$ cat config.mk
export PLATFORM = sky130hd
export DESIGN_NAME = led_wave_seq
export DESIGN_NICKNAME = d
export VERILOG_FILES = /design/src/rtl/led_wave_seq.sv
export SDC_FILE = /design/constraint.sdc
export NUM_CORES = 1
export LEC_CHECK = 0
export ABC_AREA = 1
export CORE_MARGIN = 4
export CORE_UTILIZATION = 45
export DETAILED_ROUTE_END_ITERATION = 8
export PLACE_DENSITY = 0.6
export SYNTH_ARGS = -nofsm -noshare
export SYNTH_HDL_FRONTEND = slang
export SYNTH_SLANG_ARGS = --single-unit
export TNS_END_PERCENT = 10
$ cat constraint.sdc
create_clock -name CLOCK_50 -period 46.4 [get_ports CLOCK_50]
set_input_delay 4.64 -clock CLOCK_50 [delete_from_list [all_inputs] [get_ports CLOCK_50]]
set_output_delay 4.64 -clock CLOCK_50 [all_outputs]
set_load 0.05 [all_outputs]
$ cat src/rtl/led_wave_seq.sv
`default_nettype none
// ============================================================================
// Module   : led_wave_seq
// Purpose  : Travelling "breathing" wave duty sequencer for a PWM LED bank.
//            Double-buffered, committed only on PWM period boundaries.
// Option   : define LED_SEQ_GAMMA_EN for perceptual correction (+1 stage).
// Revision : 1.0  initial release
// ============================================================================
module led_wave_seq #(
    parameter int MAIN_FREQ  = 50000000,
    parameter int STEP_HZ    = 100,
    parameter int S_CNT      = 200,
    parameter int N_CH       = 18,
    parameter int PHASE_STEP = 20
) (
    input  logic              CLOCK_50,
    input  logic              RESET,
    input  logic              run,
    input  logic              tri_mode,
    input  logic              period_start,
    output logic [8*N_CH-1:0] duty_flat,
    output logic              step_tick,
    output logic [7:0]        phase
);
    localparam int            TDIV    = MAIN_FREQ / STEP_HZ - 1;
    localparam int            PW      = (TDIV < 1) ? 1 : $clog2(TDIV + 1);
    localparam logic [PW-1:0] C_TDIV  = PW'(TDIV);
    localparam logic [8:0]    C_P_SAW = 9'(S_CNT);
    localparam logic [8:0]    C_P_TRI = 9'(2 * (S_CNT - 1));
    localparam logic [8:0]    C_SCNT  = 9'(S_CNT);
    localparam logic [9:0]    C_PSTEP = 10'(PHASE_STEP);

    logic [PW-1:0]     presc_q, presc_d;
    logic              tick_q, tick_d;
    logic [8:0]        p_q, p_d;
    logic              mode_q, mode_d;
    logic [8*N_CH-1:0] pend_q, pend_d;
    logic [8*N_CH-1:0] duty_q;
    logic [8*N_CH-1:0] w_lin;
    logic [8:0]        w_period;
    logic              w_step;

    // Triangle period exceeds 255 for large S_CNT, so the phase is kept 9 bits wide.
    assign w_period = mode_q ? C_P_TRI : C_P_SAW;
    assign w_step   = run && (presc_q == C_TDIV);

    always_comb begin
        presc_d = presc_q;
        tick_d  = w_step;
        p_d     = p_q;
        mode_d  = mode_q;
        if (run) begin
            presc_d = w_step ? '0 : presc_q + PW'(1);
        end
        if (w_step) begin
            if (tri_mode != mode_q) begin
                p_d    = '0;
                mode_d = tri_mode;
            end else if (p_q == w_period - 9'd1) begin
                p_d = '0;
            end else begin
                p_d = p_q + 9'd1;
            end
        end
    end

    always_comb begin : chain
        logic [9:0] acc;
        logic [8:0] q;
        acc   = {1'b0, p_q};
        q     = '0;
        w_lin = '0;
        for (int i = 0; i < N_CH; i++) begin
            q = acc[8:0];
            if (mode_q && (q >= C_SCNT)) begin
                w_lin[8*i +: 8] = 8'(w_period - q);
            end else begin
                w_lin[8*i +: 8] = q[7:0];
            end
            acc = {1'b0, q} + C_PSTEP;
            if (acc >= {1'b0, w_period}) begin
                acc = acc - {1'b0, w_period};
            end
        end
    end

`ifdef LED_SEQ_GAMMA_EN
    localparam logic [33:0] C_RECIP = 34'((65536 + S_CNT - 2) / (S_CNT - 1));
    localparam logic [17:0] C_VMAX  = 18'(S_CNT - 1);

    logic [8*N_CH-1:0] lin_q;

    always_ff @(posedge CLOCK_50) begin
        if (RESET) begin
            lin_q <= '0;
        end else begin
            lin_q <= w_lin;
        end
    end

    always_comb begin : gamma
        logic [33:0] prod;
        logic [17:0] g;
        prod   = '0;
        g      = '0;
        pend_d = '0;
        for (int i = 0; i < N_CH; i++) begin
            prod = 34'(lin_q[8*i +: 8]) * 34'(lin_q[8*i +: 8]) * C_RECIP;
            g    = 18'(prod >> 16);
            if (g > C_VMAX) begin
                g = C_VMAX;
            end
            pend_d[8*i +: 8] = g[7:0];
        end
    end
`else
    assign pend_d = w_lin;
`endif

    always_ff @(posedge CLOCK_50) begin
        if (RESET) begin
            presc_q <= '0;
            tick_q  <= 1'b0;
            p_q     <= '0;
            mode_q  <= tri_mode;
            pend_q  <= '0;
            duty_q  <= '0;
        end else begin
            presc_q <= presc_d;
            tick_q  <= tick_d;
            p_q     <= p_d;
            mode_q  <= mode_d;
            pend_q  <= pend_d;
            // Pending written on this same edge is not seen: the old buffer commits.
            if (period_start) begin
                duty_q <= pend_q;
            end
        end
    end

    assign duty_flat = duty_q;
    assign step_tick = tick_q;
    assign phase     = p_q[7:0];

endmodule
`default_nettype wire
==> results of run 1 <==
-- flip-flops by register name (all words and copies together), names as in the netlist --
name       flops
step_tick      1
mode_q         1
presc_q       19
pend_q       127
duty_flat    127
p_q            9
-- area by class of cell --
| type | count | area [um2] | area share (%) |
|---|---|---|---|
| Sequential cell | 284 | 5700 | 20.2 |
| Tap cell | 748 | 936 | 3.31 |
| Clock buffer | 49 | 1030 | 3.65 |
| Inverter | 451 | 1800 | 6.38 |
| Timing Repair Buffer | 166 | 1640 | 5.82 |
| Multi-Input combinational cell | 2672 | 17000 | 60.2 |
| Clock inverter | 12 | 126 | 0.447 |
-- path summary, 6_finish.rpt --
check	startpoint	to	slack (ps)	cells past startpoint
setup reg to reg	p_q[2]	pend_q[140]	12830	240
setup / recovery	p_q[2]	pend_q[140]	12830	240
hold reg to reg	pend_q[52]	duty_flat[52]	450	2
hold / removal	pend_q[52]	duty_flat[52]	450	2
-- per-layer routing --
metal	up-vias	part of all wire, %	track usage, %
met2	296	45	33.1
met3	73	3.8	3.14
met1	9833	50	27.9
met5	-	0	0
met4	0	1.9	4.55
li1	11508	-	-
-- worst min-delay path, stage by stage, from the launching register on --
cell and delay [ps]:
dfxtp_1 300, nor2_1 40, nor2_1 80
-- synth_stat cells (6+ instances only) --
library cell and count:
nand3_2 58, o21ai_4 6, xor2_1 92, inv_2 32, nor4_1 7, nand2_2 188
nand3_1 226, nor3_1 41, clkbuf_1 56, dfxtp_1 283, nand3b_1 7, fa_1 35
inv_1 390, ha_1 160, a21oi_1 173, xnor2_1 48, nor2_1 420, nor2_4 26
nor2_2 39, a211oi_1 15, nand2_4 156, buf_4 27, o21ai_2 9, nand2_1 517
nand4_1 51, or2_2 8, nand2_8 11, o21ai_0 307, nand3_4 12, inv_4 15
-- cells by family after synthesis --
family	after synthesis	share of synthesized area, %
adder cells (fa/ha/maj)	195	10.7
XOR/XNOR	142	5.04
flip-flops	284	22.6
AND/OR/NAND/NOR	1789	39.8
AO/OA/AOI/OAI	546	11.9
buffers and inverters	554	9.95
-- metrics by stage --
step                instances  util [%]  worst slack (ps)  instance area, um2
global placement         4321      49.0             13600               27100
CTS                      4382      51.1             12800               28200
detailed placement       4321      49.0             12920               27100
floorplan                3510         -             12600               25200
global route             4382      51.1              9280               28200
finish                   4382      51.1             12830               28200
==> metrics.md, run 1 <==
| Metric | Value |
|---|---|
| Arr. time, crit path | about 34000 ps |
| Clk Tree Root Cell | clkbuf_16 |
| Post-Route WL | 60900 um |
| Yosys top cell by area | dfxtp_1 |
| # IOs | 158 |
| Final hold vios | 0 |
| Post-synth ARST share | 0% |
| Relative slew margins | a little under a third |
| Initial antenna violation count | 0 |
| Diodes inserted | 0 |
| Synth Instances | about 3.5k |
| CTS sink cnt | between 200 and 300 |
| Hold buffers post-CTS | 0 |
| Clock skew | around 18 ps |
| Top cell type's share of synthesized area | roughly 22% |
| Final #Nets | 3810 |
| Post-CTS Repair Setup Buffers | 0 |
| Via Count | roughly 22k |
| Die Y-Extent | approximately 240 um |
| Commonest non-fill, non-tap cell in the layout | nand2_1 |
| Avg Vias per Cell | 4.95 |
| TNS Setup | 0 ps |
| Clock buffer depth | 3 |
| Worst-skew pair later-pin latency | around 550 ps |
| Area growth, synth to finish | 12.0% |
| Synth top area cells | dfxtp_1 22%, ha_1 7.9%, nand2_1 7.7% |
| Final min period | roughly 34000 ps |
| Total GRT Usage | between 20% and 30% |
| Initial core utilization | between 40 and 50% |
| Post-DP HPWL | around 44000 um |
| Max_cap viols | 0 |
| Pins over their slew limit | 0 |
| Global placement routability congestion | 0.894 |
| Total global routing overflow | 0 |
| TritonRoute pass-1 iters | 5 |
| Number of synthesized flops with an enable pin | 1 |
| Crit path top cell by count | inv_1 |
| Number of antenna-violating nets in the routed design | 0 |
| Filler cells | between 5k and 6k |
| Sequential area share after synthesis | approximately 23% |
| Netlist cell types | 70 |
| Slowest library cell on the worst path | dfxtp_1 |
| CP required | approximately 47000 ps |
| Register bit count reported by yosys | 284 |
| Syn_area_per_cell | 7.18 um2 |
| Vias in the first global route | 20.8k |
| DIE AREA | around 60000 um2 |
| CP Launch Type | register |
| Final hold slack | around 450 ps |
| Row cnt | 86 |
| Setup Crit Path Kind | reg -> reg |
| Most frequent cells in the layout | 517 x nand2_1, 420 x nor2_1, 388 x inv_1, 307 x o21ai_0, 282 x dfxtp_1 |
| Largest net degree at the start of global routing | 150 |
| Cell Area, Synth | 25200 um2 |
| RSZ-0062 raised after global routing | no |
| Post-detailed-route DRC marker count | 0 |
| Number of CTS-inserted buffers | 35 |
| Warnings, synthesis | 0 |
| Die Wd | 245 um |
| TritonCTS clock tree | done |
| Top cell family by delay on the critical path | simple AND/OR/NAND/NOR gates |
| First-pass GRT wire length | 103000 um |
| Fin crit share | between 70% and 80% |
| Buffers on Ports | roughly 160 |
| Min-Delay Path Class | reg -> reg |
| Setup violations, final | 0 |
| Critical path's largest stage delay | 590 ps |
| H-tree Lvls | 2 |
| Worst-path fanout max | 14 |
| CTS clk-pin slew, worst paths | ~60 ps |
| Synth Net Count | 3710 |
| Share of layout cells above drive strength 1 | between 10% and 20% |
| Routed WL per cell | ~14 um |
| Initial drt markers | 1017 |
| Status | completed |
| Slew @ Worst Pin | a little over 1000 ps |
| Crit end category | register |
| Placeable core area | about 55000 um2 |
| Critical path buffer and inverter count | 44 |
| Post-cts sizing count | 0 |
| Ys flop type | dfxtp_1 |
| Achievable Freq | 0.0298 GHz |
Power of run 1 is not shown: default switching activity piles up to over one toggle a cycle in this logic, so the estimate is an artifact.
==> run 2: changes to the inputs <==
==> constraint.sdc (replaced) <==
create_clock -name CLOCK_50 -period 33.8 [get_ports CLOCK_50]
set_input_delay 3.38 -clock CLOCK_50 [delete_from_list [all_inputs] [get_ports CLOCK_50]]
set_output_delay 3.38 -clock CLOCK_50 [all_outputs]
set_load 0.05 [all_outputs]
==> run 2 against run 1 <==
Net effect: hold slack is essentially flat; register-to-register slack lost 10000 ps; first-iteration DRC count grew 21%; cell area grew 3.1%; die area is the same; critical path type unchanged; critical endpoint is now pend_q[143]; largest cell class unchanged.
==> metrics.md, run 2 (synthesized netlist as in run 1, its figures left out) <==
| Metric | Value |
|---|---|
| Final min period | 31160 ps (-2410 ps) |
| Placeable core area | 55300 um2 (unchanged) |
| Total GRT Usage | 20.2% (+0.097 points) |
| Setup Crit Path Kind | reg -> reg |
| Min-Delay Path Class | reg -> reg |
| H-tree Lvls | 2 (unchanged) |
| Share of layout cells above drive strength 1 | 20.8% (+2.5 points) |
| Slew @ Worst Pin | 873 ps (-163 ps) |
| Clock skew | 15.2 ps (-3.29 ps) |
| Worst Hold Depth | 2 (unchanged) |
| Crit end category | register |
| Largest net degree at the start of global routing | 97 (-35%) |
| Total global routing overflow | 0 (unchanged) |
| TNS Setup | 0 ps (unchanged) |
| TritonCTS clock tree | done |
| Cells on worst reg2reg path | 246 (+2.5%) |
| Achievable Freq | 0.0321 GHz (+7.7%) |
| Global placement routability congestion | 0.878 (-1.8%) |
| Post-DP HPWL | 44700 um (+0.63%) |
| First-pass GRT wire length | 103000 um (+0.26%) |
| Pins over their slew limit | 0 (unchanged) |
| Status | completed |
| Most frequent cells in the layout | 516 x nand2_1, 418 x nor2_1, 386 x inv_1, 303 x o21ai_0, 276 x dfxtp_1 |
| Diodes inserted | 0 (unchanged) |
| Post-Route WL | 63100 um (+3.6%) |
| Critical path's largest stage delay | 390 ps (-200 ps) |
| Fin crit share | 92.2% (+20 points) |
| Buffers on Ports | 157 (unchanged) |
| Worst-skew pair later-pin latency | 570 ps (+20 ps) |
| Area growth, synth to finish | 15.5% |
| Die Y-Extent | 245 um (unchanged) |
| Slowest library cell on the worst path | dfxtp_4 |
| CP required | 34260 ps (-12610 ps) |
| TritonRoute pass-1 iters | 6 (+1) |
| Initial core utilization | 45.6% (unchanged) |
| Commonest non-fill, non-tap cell in the layout | nand2_1 |
| Max_cap viols | 0 (unchanged) |
| CTS clk-pin slew, worst paths | 50 ps (about the same) |
| Die Wd | 245 um (unchanged) |
| Clk Tree Root Cell | clkbuf_16 |
| Initial drt markers | 1227 (+21%) |
| Routed WL per cell | 14.2 um (+2.1%) |
| Crit path top cell by count | inv_1 |
| Hold buffers post-CTS | 0 (unchanged) |
| Relative slew margins | 41.8% (+11 points) |
| CP Launch Type | register |
| Fin util | 52.6% (+1.6 points) |
| Via Count | 22.1k (+2.0%) |
| Number of antenna-violating nets in the routed design | 0 (unchanged) |
| DIE AREA | 59900 um2 (unchanged) |
| Clock buffer depth | 3 (unchanged) |
| Post-detailed-route DRC marker count | 0 (unchanged) |
| Setup violations, final | 0 (unchanged) |
| # IOs | 158 (unchanged) |
| Vias in the first global route | 20.6k (-0.83%) |
| CTS sink cnt | 284 (unchanged) |
| Final hold vios | 0 (unchanged) |
| Final #Nets | 3873 (+1.7%) |
| Initial antenna violation count | 0 (unchanged) |
| Worst-path fanout max | 11 (-3) |
| Row cnt | 86 (unchanged) |
| Arr. time, crit path | 31620 ps (-2420 ps) |
| Number of CTS-inserted buffers | 36 (+2.9%) |
| Avg Vias per Cell | 4.98 (+0.54%) |
## run 2: cell count changes in the layout (fill, tap and decap cells not counted), sizes merged
cell | previous run | this run
buf | 11 | 72
inv | 442 | 446
clkbuf | 49 | 48
clkinv | 16 | 15
clkinvlp | 2 | 3
## run 2: timing repair
action | in CTS | in global routing
setup endpoints to repair | 0 | 14
gates resized for setup | 0 | 68
setup buffers | 0 | 58
## run 2: critical path, delay by kind of cell (launching register included)
family,cells,cell delay (ps)
AND/OR/NAND/NOR,144,14620
AO/OA/AOI/OAI,5,800
flip-flops,1,390
adder cells (fa/ha/maj),35,8860
XOR/XNOR,17,2940
buffers and inverters,45,3400
## run 2: layout make-up
type	instances	area, um2
fill	5541	26200
multi-input combinational	2672	17400
sequential	284	5710
timing repair buffer	228	2140
inverter	451	1810
clock buffer	47	962
tap	748	936
clock inverter	16	176
## run 2: final timing paths
kind,from,end,slack (ps)
worst max-delay path,p_q[2],pend_q[143],2640
worst min-delay path,pend_q[67],duty_flat[67],450
worst max register to register,p_q[2],pend_q[143],2640
worst min register to register,pend_q[67],duty_flat[67],450
## run 2: layer usage
layer	wire [um]	global-route usage, %
met2	28800	32.9
met1	30800	28.6
met5	0	0
met3	2590	2.91
met4	993	4.18
## run 2: stage by stage
stage | cell area, um2 | hold WS (ps) | cells | setup slack, ps
after global placement | 27100 | 436 | 4324 | 1200
after floorplan | 25200 | 431 | 3510 | 0.231
after CTS | 28200 | 454 | 4387 | 296
final | 29100 | 450 | 4446 | 2640
after detailed placement | 27100 | 439 | 4324 | 436
after global routing | 29100 | 472 | 4446 | -311
Power of run 2 is left out for the same reason.
==> run 3: changes to the inputs <==
--- a/config.mk
+++ b/config.mk
@@ -9,7 +9,7 @@
 export CORE_MARGIN = 4
 export CORE_UTILIZATION = 45
 export DETAILED_ROUTE_END_ITERATION = 8
-export PLACE_DENSITY = 0.6
+export PLACE_DENSITY = 0.66
 export SYNTH_ARGS = -nofsm -noshare
 export SYNTH_HDL_FRONTEND = slang
 export SYNTH_SLANG_ARGS = --single-unit
==> constraint.sdc (replaced) <==
create_clock -name CLOCK_50 -period 26.4 [get_ports CLOCK_50]
set_input_delay 2.64 -clock CLOCK_50 [delete_from_list [all_inputs] [get_ports CLOCK_50]]
set_output_delay 2.64 -clock CLOCK_50 [all_outputs]
set_load 0.05 [all_outputs]
==> run 3 against run 2 <==
Net effect: the flow now finishes with violations (negative setup slack); die area did not move; clock skew is 9.4 ps higher; maximum frequency grew 13%; hold slack improved by 0.96 ps; critical endpoint is now pend_q[141]; largest cell class unchanged.
==> metrics.md, run 3 (synthesized netlist as in run 1, its figures left out) <==
| Metric | Value |
|---|---|
| Commonest non-fill, non-tap cell in the layout | buf_4 |
| Crit end category | register |
| Achievable Freq | 0.0363 GHz (+13%) |
| Pins over their slew limit | 0 (unchanged) |
| Area growth, synth to finish | 40.9% |
| Arr. time, crit path | 28010 ps (-3610 ps) |
| Max_cap viols | 0 (unchanged) |
| Post-DP HPWL | 50600 um (+13%) |
| Clock buffer depth | 3 (unchanged) |
| Fin util | 64.2% (+12 points) |
| Worst-skew pair later-pin latency | 550 ps (-20 ps) |
| Worst Hold Depth | 2 (unchanged) |
| Multi-input gate area | 18800 um2 (+8.4%) |
| Slowest library cell on the worst path | dfxtp_2 |
| CP Launch Type | register |
| Setup slack after layout | -1150 ps (-3790 ps) |
| Hold buffers post-CTS | 0 (unchanged) |
| Final min period | 27550 ps (-3610 ps) |
| Placed Area | 32400 um2 (+19%) |
| CTS sink cnt | 284 (unchanged) |
| Final hold vios | 0 (unchanged) |
| Number of antenna-violating nets in the routed design | 0 (unchanged) |
| TritonCTS clock tree | done |
| Buffers on Ports | 157 (unchanged) |
| Filler-free cell count of the finished design | 5108 (+15%) |
| Failing checks | negative setup slack |
| HP Start | pend_q[21] |
| First-pass GRT wire length | 113000 um (+9.9%) |
| Die Wd | 245 um (unchanged) |
| Relative slew margins | 33.0% (-8.7 points) |
| Placeable core area | 55300 um2 (unchanged) |
| Setup Crit Path Kind | reg -> reg |
| Clock skew | 24.6 ps (+9.45 ps) |
| Worst r2r dst | pend_q[141] |
| Row cnt | 86 (unchanged) |
| Placed cell count | 4960 (+15%) |
| Clk Tree Root Cell | clkbuf_16 |
| Avg Vias per Cell | 4.90 (-1.6%) |
| Min-Delay Path Class | reg -> reg |
| TritonRoute pass-1 iters | 5 (-1) |
| Total global routing overflow | 0 (unchanged) |
| H-tree Lvls | 2 (unchanged) |
| CTS clk-pin slew, worst paths | 60 ps (about the same) |
| Global placement routability congestion | 0.899 (+2.5%) |
| Post-detailed-route DRC marker count | 0 (unchanged) |
| Worst-path fanout max | 8 (-3) |
| Largest net degree at the start of global routing | 158 (+63%) |
| Initial core utilization | 45.6% (unchanged) |
| Most frequent cells in the layout | 720 x buf_4, 463 x nand2_1, 408 x nor2_1, 327 x inv_1, 287 x o21ai_0 |
| # IOs | 158 (unchanged) |
| RSZ-0062 raised after global routing | yes |
| Via Count | 25.0k (+13%) |
| Post-Route WL | 70200 um (+11%) |
| Final instance area | 35500 um2 (+22%) |
| Final #Nets | 4537 (+17%) |
| Setup violations, final | 12 (+12) |
| Initial drt markers | 1143 (-6.8%) |
| Cells on worst reg2reg path | 246 (unchanged) |
| Hold Crit Endpoint | duty_flat[21] |
| Filler cells | 4734 (-15%) |
| Register Area | 5700 um2 (-0.18%) |
| CP required | 26860 ps (-7400 ps) |
| Initial antenna violation count | 1 (+1) |
| Number of CTS-inserted buffers | 34 (-5.6%) |
| RR Startpoint | p_q[3] |
| Critical path's largest stage delay | 350 ps (-40 ps) |
| Fin crit share | 104% (+12 points) |
| DIE AREA | 59900 um2 (unchanged) |
| Total GRT Usage | 22.1% (+1.9 points) |
| Vias in the first global route | 24.0k (+16%) |
| Status | complete, but fails checks |
| Routed WL per cell | 13.7 um (-3.2%) |
| Slew @ Worst Pin | 1000 ps (+131 ps) |
| Crit path top cell by count | nand2_4 |
| Share of layout cells above drive strength 1 | 38.2% (+17 points) |
| Die Y-Extent | 245 um (unchanged) |
| Reg2reg setup slack | -1150 ps (-3790 ps) |
| Setup WS pre-CTS | -1830 ps (-2270 ps) |
run 3: final cells by class:
class	instances	area share, %
tap	748	2.63
sequential	284	16.0
multi-input combinational	2672	53.1
clock buffer	43	2.58
timing repair buffer	894	20.3
clock inverter	15	0.313
inverter	451	5.12
antenna	1	0.00704
run 3: worst max path at each step:
| stage | from | slack [ps] | depth (start not counted) | to |
|---|---|---|---|---|
| 2_1_floorplan | mode_q | -5050 | 252 | pend_q[142] |
| 3_5_place_dp | p_q[2] | -1830 | 239 | pend_q[140] |
| 3_3_place_gp | p_q[2] | -840 | 232 | pend_q[142] |
| 4_1_cts | p_q[2] | -1050 | 252 | pend_q[143] |
| 5_1_grt | p_q[3] | -2990 | 251 | pend_q[141] |
| 6_report | p_q[3] | -1150 | 246 | pend_q[141] |
run 3: critical path: cells and delay by family, from the launching register on:
kind | cells | cell delay [ps]
adders and majority gates | 34 | 7410
AOI/OAI and AO/OA | 6 | 870
buffers and inverters | 44 | 2720
and+or+nand+nor | 145 | 13120
xor gates and xnor gates | 17 | 2980
DFF | 1 | 350
run 3: repair_timing:
item                                    4_1_cts  5_1_grt
gates cloned                                  0        1
buffers inserted                             34       54
resized for setup                            81      233
pin swaps                                    96      243
endpoints found under the setup margin       14       21
run 3: metrics by stage:
step	hold slack (ps)	TNS, ps
floorplan	431	-74140
CTS	458	-7050
global placement	434	-5640
finish	451	-7770
detailed placement	442	-17120
global route	474	-34470
run 3: layer usage:
metal,routed length [um],part of all wire [%],vias to the layer above,track usage [%]
li1,-,-,12921,-
met1,31900,45,11685,28.7
met2,34300,49,324,38.8
met3,2310,3.3,103,2.59
met4,1680,2.4,0,6.13
met5,0,0,-,0
Power of run 3 is left out for the same reason.
